<file path="src/rtl/cmd_arbiter.sv">
// Two-requester round-robin command arbiter. It forwards whole packets from the
// owning requester onto a broadcast command bus for the voice FSMs.
module cmd_arbiter #(
  parameter int SET_LEN  = 56,
  parameter int FREQ_LEN = 6
) (
  input  logic        clk147,
  input  logic        rst_n,
  input  logic [31:0] src0_data,
  input  logic        src0_valid,
  output logic        src0_ready,
  input  logic [31:0] src1_data,
  input  logic        src1_valid,
  output logic        src1_ready,
  output logic [31:0] cmd_data,
  output logic        cmd_data_valid,
  output logic [1:0]  grant,
  output logic        busy,
  output logic        err_opcode
);

  localparam int MAX_LEN = (SET_LEN > FREQ_LEN) ? SET_LEN : FREQ_LEN;
  localparam int CNT_W   = ($clog2(MAX_LEN + 1) < 6) ? 6 : $clog2(MAX_LEN + 1);

  localparam logic [3:0] OP_NOP      = 4'd0;
  localparam logic [3:0] OP_SET      = 4'd1;
  localparam logic [3:0] OP_TOGGLE   = 4'd2;
  localparam logic [3:0] OP_SET_FREQ = 4'd3;

  typedef enum logic [0:0] {ST_IDLE = 1'b0, ST_PKT = 1'b1} state_t;

  state_t           state_r;
  logic             rr_ptr_r;
  logic [1:0]       grant_r;
  logic             src0_ready_r;
  logic             src1_ready_r;
  logic             hdr_phase_r;
  logic             fwd_r;
  logic [CNT_W-1:0] cnt_r;
  logic [31:0]      cmd_data_r;
  logic             cmd_data_valid_r;
  logic             err_opcode_r;
  logic             busy_r;

  logic [31:0]      sel_data_s;
  logic             acc_s;
  logic             pick_s;
  logic [3:0]       opcode_s;
  logic             mask_nz_s;
  logic [CNT_W-1:0] hdr_len_m1_s;
  logic             hdr_fwd_s;
  logic             hdr_bad_s;
  logic             fwd_now_s;
  logic             last_s;
  logic             err_now_s;

  // Arbitration choice plus header decode of the granted requester's word.
  always_comb begin
    sel_data_s   = grant_r[1] ? src1_data : src0_data;
    acc_s        = (src0_ready_r & src0_valid) | (src1_ready_r & src1_valid);
    opcode_s     = sel_data_s[31:28];
    mask_nz_s    = |sel_data_s[27:20];
    pick_s       = 1'b0;
    hdr_len_m1_s = {CNT_W{1'b0}};
    hdr_fwd_s    = 1'b0;
    hdr_bad_s    = 1'b0;
    fwd_now_s    = 1'b0;
    last_s       = 1'b0;
    err_now_s    = 1'b0;
    if (src0_valid && src1_valid) begin
      pick_s = rr_ptr_r;
    end else if (src1_valid) begin
      pick_s = 1'b1;
    end else begin
      pick_s = 1'b0;
    end
    case (opcode_s)
      OP_NOP, OP_TOGGLE: begin
        hdr_fwd_s = 1'b1;
      end
      OP_SET: begin
        hdr_len_m1_s = CNT_W'(SET_LEN);
        hdr_fwd_s    = mask_nz_s;
      end
      OP_SET_FREQ: begin
        hdr_len_m1_s = CNT_W'(FREQ_LEN);
        hdr_fwd_s    = mask_nz_s;
      end
      default: begin
        hdr_bad_s = 1'b1;
      end
    endcase
    // Empty-mask packets are still length-tracked so their payload is swallowed.
    if (hdr_phase_r) begin
      fwd_now_s = hdr_fwd_s;
      last_s    = hdr_bad_s | (hdr_len_m1_s == {CNT_W{1'b0}});
      err_now_s = hdr_bad_s;
    end else begin
      fwd_now_s = fwd_r;
      last_s    = (cnt_r == CNT_W'(1));
      err_now_s = 1'b0;
    end
  end

  // Packet ownership FSM with registered handshake and output path.
  always_ff @(posedge clk147 or negedge rst_n) begin
    if (!rst_n) begin
      state_r          <= ST_IDLE;
      rr_ptr_r         <= 1'b0;
      grant_r          <= 2'b00;
      src0_ready_r     <= 1'b0;
      src1_ready_r     <= 1'b0;
      hdr_phase_r      <= 1'b1;
      fwd_r            <= 1'b0;
      cnt_r            <= {CNT_W{1'b0}};
      cmd_data_r       <= 32'h0000_0000;
      cmd_data_valid_r <= 1'b0;
      err_opcode_r     <= 1'b0;
      busy_r           <= 1'b0;
    end else begin
      cmd_data_valid_r <= 1'b0;
      err_opcode_r     <= 1'b0;
      case (state_r)
        ST_IDLE: begin
          if (src0_valid || src1_valid) begin
            state_r      <= ST_PKT;
            busy_r       <= 1'b1;
            grant_r      <= pick_s ? 2'b10 : 2'b01;
            src0_ready_r <= ~pick_s;
            src1_ready_r <= pick_s;
            hdr_phase_r  <= 1'b1;
          end
        end
        ST_PKT: begin
          if (acc_s) begin
            if (fwd_now_s) begin
              cmd_data_r       <= sel_data_s;
              cmd_data_valid_r <= 1'b1;
            end
            err_opcode_r <= err_now_s;
            if (hdr_phase_r) begin
              cnt_r       <= hdr_len_m1_s;
              fwd_r       <= hdr_fwd_s;
              hdr_phase_r <= 1'b0;
            end else begin
              cnt_r <= cnt_r - CNT_W'(1);
            end
            if (last_s) begin
              state_r      <= ST_IDLE;
              busy_r       <= 1'b0;
              grant_r      <= 2'b00;
              src0_ready_r <= 1'b0;
              src1_ready_r <= 1'b0;
              rr_ptr_r     <= ~grant_r[1];
              hdr_phase_r  <= 1'b1;
            end
          end
        end
        default: begin
          state_r <= ST_IDLE;
        end
      endcase
    end
  end

  assign src0_ready     = src0_ready_r;
  assign src1_ready     = src1_ready_r;
  assign cmd_data       = cmd_data_r;
  assign cmd_data_valid = cmd_data_valid_r;
  assign grant          = grant_r;
  assign busy           = busy_r;
  assign err_opcode     = err_opcode_r;

endmodule

</file>
<file path="config.mk">
export PLATFORM = sky130hd
export DESIGN_NAME = cmd_arbiter
export DESIGN_NICKNAME = d
export VERILOG_FILES = /design/src/rtl/cmd_arbiter.sv
export SDC_FILE = /design/constraint.sdc
export NUM_CORES = 1
export LEC_CHECK = 0
export ABC_CLOCK_PERIOD_IN_PS = 2660
export CAP_MARGIN = 5
export CORE_MARGIN = 4
export CORE_UTILIZATION = 29
export CTS_CLUSTER_SIZE = 10
export DETAILED_ROUTE_END_ITERATION = 7
export HOLD_SLACK_MARGIN = 0.1
export PLACE_DENSITY_LB_ADDON = 0.12
export SYNTH_ARGS = -nofsm -noshare
export SYNTH_HDL_FRONTEND = slang
export SYNTH_SLANG_ARGS = --single-unit
</file>
<file path="constraint.sdc">
create_clock -name clk147 -period 2.66 [get_ports clk147]
set_clock_uncertainty 0.1 [all_clocks]
set_input_delay 0.266 -clock clk147 [delete_from_list [all_inputs] [get_ports clk147]]
set_output_delay 0.266 -clock clk147 [all_outputs]
set_load 0.05 [all_outputs]
</file>
Yosys cells after proc, flatten, opt, wreduce, memory -nomap -nowiden
Cells that the tools add are included.
- bits in registers: 49
- output and inout bits: 39
- word-level logic and storage cells: 75
- bits of input ports: 68
- muxes and demuxes: 35
- reductions and logical operators: 13
- bitwise operators: 7
- add/subtract/negate cells: 1
- equal/unequal tests: 7
- operator list (operator ; count):
    $mux 32 ; 1
    $mux 1 ; 21
    $pmux 1 s2 ; 6
    $pmux 6 s2 ; 1
    $reduce_and 3->1 ; 3
    $eq 4x2->1 const B ; 2
    $mux 2 ; 4
    $reduce_or 8->1 ; 1
    $eq 6x1->1 const B ; 1
    $logic_not 6->1 ; 1
    $mux 6 ; 1
    $sub 6x1->6 const B ; 1
    $eq 4x1->1 const B ; 1
    $logic_not 4->1 ; 1
    $ne 2x1->1 const B ; 2
    $pmux 2 s2 ; 1
    $reduce_and 2->1 ; 2
    $reduce_or 2->1 ; 2
    $reduce_or 4->1 ; 1
    $not 1->1 ; 3
    $and 1x1->1 ; 2
    $ne 2x2->1 const B ; 1
    $or 1x1->1 ; 2
    $logic_and 1x1->1 ; 1
    $logic_or 1x1->1 ; 1

Logic depth before layout (Yosys ltp)
- word-level depth: 9
- mapped depth: 6

Least setup slack after synthesis
OpenSTA, ideal clock, no wires.
- path type: register -> register
- from: reg grant_r[1] (netlist: grant[1])
- to: reg cmd_data_r[0] (netlist: cmd_data[0])
- data required time: 2.435 ns
- library setup time: 0.125 ns
- arrival time: 2.081 ns
- setup slack: 0.354 ns
- cell stages (with the launch flop): 6
- period minus slack after synthesis: 2.306 ns
- cells stage by stage: dfrtp_1 > buf_2 > mux2_2 > a31oi_4 > buf_6 > mux2_4
- word-level cells in the longest chain between the ends: 6
- elaborated cells on any way between the ends: 11
- ends and longest elaborated chain (item ; RTL line ; text):
    start, declared ; 34 ; logic [1:0] grant_r;
    start signal, assigned ; 128 ; grant_r <= pick_s ? 2'b10 : 2'b01;
    $mux 32 (*) ; 59 ; sel_data_s = grant_r[1] ? src1_data : src0_data;
    $eq 4x2->1, or another cell as far along ; 77 ; case (opcode_s)
    $reduce_or 2->1 (no source line) ; n/a ;
    $pmux 1 s2 ; 77 ;
    $mux 1 ; n/a ;
    $reduce_and 3->1 (no source line) ; n/a ;
    end signal, assigned ; 137 ; cmd_data_r <= sel_data_s;
    end, declared ; 40 ; logic [31:0] cmd_data_r;
Mark *: on every way between the ends. The rest lies on a longest branch, timed or not.
A chain may end at the register's enable or synchronous reset.

Worst setup path after layout
- from: reg grant_r[1] (netlist: grant[1])
- to: reg cmd_data_r[30] (netlist: cmd_data[30])
The elaborated chain is that of the path after synthesis.

==> flow_summary_export.csv <==
group,metric,value,unit
die,die_h,101,µm
global_route,antenna_found_initial,0,
timing,rsz0062_at_grt,"false",
global_route,grt_max_degree,27,
setup_path,path_class,"reg -> reg",
place,port_buffers,106,
logic_synthesis,synth-edff-count,0,
layout,layout.nets,375,
power,power.sequential.fraction,0.278,
layout,antennaDiodeCount,0,
run,maxCapViolCount,0,
die,ios,107,
timing,finalCritPeriodShare,0.816,
setup_path,slowest_stage,"dfrtp_2",
setup_path,worstPathArrival,2.26,ns
detailed_routing,via_per_inst,4.56,
clock_network,insertion_delay,0.30,ns
logic_synthesis,netlist.top_cell.by_area,"dfrtp_1",
detailed_routing,post_drt_wl_per_cell,15.4,µm
layout,drive_gt1_frac,0.278,
detailed_routing,ant_nets,0,
layout,nFillCells,782,
detailed_routing,dr_total_vias,1874,
setup_path,cp.required,2.75,ns
timing,tns,0,ns
power,peakVddDrop,0.491,mV
logic_synthesis,synth_top_area_frac,0.459,
power,powerDensity,1280,nW/µm²
logic_synthesis,yosys-top-cells-area,"dfrtp_1, mux2_4, mux2_2",
power,leakagePower,1.58,nW
logic_synthesis,syn_area,2510,µm²
power,intPower,2.63,mW
detailed_routing,firstDrtPassIters,4,
layout,syn2layout_area_growth,51.2,%
clock_network,htreeDepth,2,
clock_network,cts_buffers,5,
clock_network,clkTransAtPathRegs,0.09,ns
power,power.share.clock,0.091,
logic_synthesis,synth.most_common_cell,"dfrtp_1",
die,fp.dieArea,10200,µm²
setup_path,cp-start-kind,"flop",
timing,max_freq,461,MHz
setup_path,path_buf_inv,1,
layout,largest_register_ff_count,32,
logic_synthesis,synth_warnings,0,
die,num_rows,33,
global_route,grt_overflow,0,
timing,slew_viol_final,0,
die,start_util,0.302,
place,numPlacedInstances,402,
logic_synthesis,ys_seq_elements,47,
setup_path,max_stage_delay,0.48,ns
clock_network,root_buffer,"clkbuf_8",
timing,setup_viol,0,
detailed_routing,wirelength,6320,µm
clock_network,cts.sinks,47,
logic_synthesis,ys_seq_area_frac,0.469,
min_path,hold_path_class,"in -> async",
power,power.switching,2.22,mW
clock_network,post_cts.repair.setup_buffers,0,
logic_synthesis,synth_ff_type,"dfrtp_1",
detailed_routing,drcViolationCount,0,
timing,worst_pin_slew,0.714,ns
die,die_w,101,µm
global_route,grt_first_pass_wirelength,9920,µm
logic_synthesis,mappedNetlistNets,264,
layout,final_cells,411,
logic_synthesis,avgSynthCellArea,12.9,µm²
timing,period_needed,2.17,ns
logic_synthesis,synthArstFlopShare,1.00,
detailed_routing,drt_iter0_markers,42,
setup_path,worst-path-max-fanout,11,
global_route,grt_util_all_layers,0.124,
clock_network,cts_tree,"done",
timing,worst_hold_slack,0.409,ns
timing,maxSlewHeadroom,0.520,
die,core,8300,µm²
power,p_sw_frac,0.457,
setup_path,critical_path.top_delay_family,"simple AND/OR/NAND/NOR gates",
place,dp_hpwl,4850,µm
logic_synthesis,netlist_instances,194,
logic_synthesis,synthTopCellsByCount,"dfrtp_1, mux2_2, mux2_4",
power,pwr-share-comb,0.630,
clock_network,clock_path_buffers,2,
place,gp_congestion,0.830,
timing,hold_viol,0,
logic_synthesis,synth_cell_types,35,
outcome,status,"completed",
global_route,grt_pass1_vias,1992,
setup_path,worst_setup_path_end_kind,"flop",
setup_path,crit_chain,"or3_1, nand3_2, o211ai_2, a31oi_4, buf_4, mux2_4",
==> worst paths after layout <==
| path | endpoint | start | slack (ns) | depth (start not counted) |
|---|---|---|---|---|
| min in group clk147 | cmd_data[20] | cmd_data[20] | 0.41 | 1 |
| max | cmd_data[30] | grant[1] | 0.49 | 6 |
| max reg2reg | cmd_data[30] | grant[1] | 0.49 | 6 |
| max in group asynchronous | hdr_phase_r | rst_n | 1.40 | 3 |
| min reg2reg | cmd_data[20] | cmd_data[20] | 0.41 | 1 |
| min | cnt_r[0] | rst_n | 0.41 | 2 |
==> cells by family after synthesis <==
logic type,Yosys count,synth area share
AO/OA/AOI/OAI,27,0.0768
adder cells (fa/ha/maj),2,0.00997
buffers and inverters,18,0.0394
flip-flops,47,0.469
multiplexers,65,0.333
AND/OR/NAND/NOR,35,0.0723
==> per-layer routing <==
metal  global-route usage  routed length, µm  part of all wire
met1                0.158               2790              0.44
met5                    0                  0                 0
met2                0.197               2900              0.46
met3               0.0464                571             0.090
met4               0.0348                 59            0.0093
==> cell usage in the layout (no fill, tap or decap), drive strengths merged <==
master,Yosys,routed
o211a,1,1
a221o,1,1
o21ai,6,6
dfrtp,46,46
buf,6,9
or3,4,4
dlygate4sd3,0,1
clkinv,0,2
nand3b,1,1
nand2,7,7
a31oi,2,2
a22o,1,1
inv,7,8
nand3,3,3
a21oi,8,8
nor2,8,8
and3,1,1
o211ai,1,1
mux2i,2,2
ha,2,2
nor3,4,4
a21o,1,1
o22a,1,1
mux2,63,63
dfstp,1,1
clkdlybuf4s50,0,105
or3b,1,1
a211o,2,2
nor4,4,4
o22ai,2,2
clkbuf,5,5
and2,2,2
a211oi,1,1
==> worst reg2reg max path: cells and delay by family, from the launching register on <==
family	cells	cell delay, ns
flops	1	0.48
buf+inv	1	0.27
simple gates	2	0.56
compound gates	2	0.34
mux	1	0.32
==> power groups by stage <==
stage / clock [mW] / sequential (mW) / combinational (mW)
global placement: 0 / 1.36 / 3.08
floorplan: 0 / 2.27 / 1.23
detailed placement: 0 / 1.36 / 3.10
CTS: 0.463 / 1.36 / 3.10
global route: 0.490 / 1.41 / 3.23
finish: 0.442 / 1.35 / 3.06
==> cell type report <==
| cell class | count | area [µm²] | share of cell area |
|---|---|---|---|
| Inverter | 7 | 26.3 | 0.00692 |
| Clock inverter | 3 | 18.8 | 0.00494 |
| Tap cell | 105 | 131 | 0.0346 |
| Multi-Input combinational cell | 129 | 1230 | 0.325 |
| Clock buffer | 5 | 68.8 | 0.0181 |
| Timing Repair Buffer | 115 | 1140 | 0.300 |
| Sequential cell | 47 | 1180 | 0.310 |
==> metrics by stage <==
| step | cell area, µm² | worst slack (ns) | power (mW) | util |
|---|---|---|---|---|
| after floorplan | 2510 | 0.354 | 3.50 | - |
| after global placement | 3700 | 0.263 | 4.44 | 0.446 |
| after detailed placement | 3700 | 0.212 | 4.46 | 0.446 |
| after CTS | 3800 | 0.460 | 4.93 | 0.457 |
| after global routing | 3800 | 0.372 | 5.13 | 0.457 |
| final | 3800 | 0.490 | 4.85 | 0.457 |
==> what timing repair did <==
| action | 4_1_cts | 5_1_grt |
|---|---|---|
| hold buffers | 1 | 0 |
| resized for setup | 0 | 0 |
| endpoints found under the setup margin | 0 | 0 |
| hold endpoints to repair | 24 | 0 |
(Power assumes the default switching activity.)
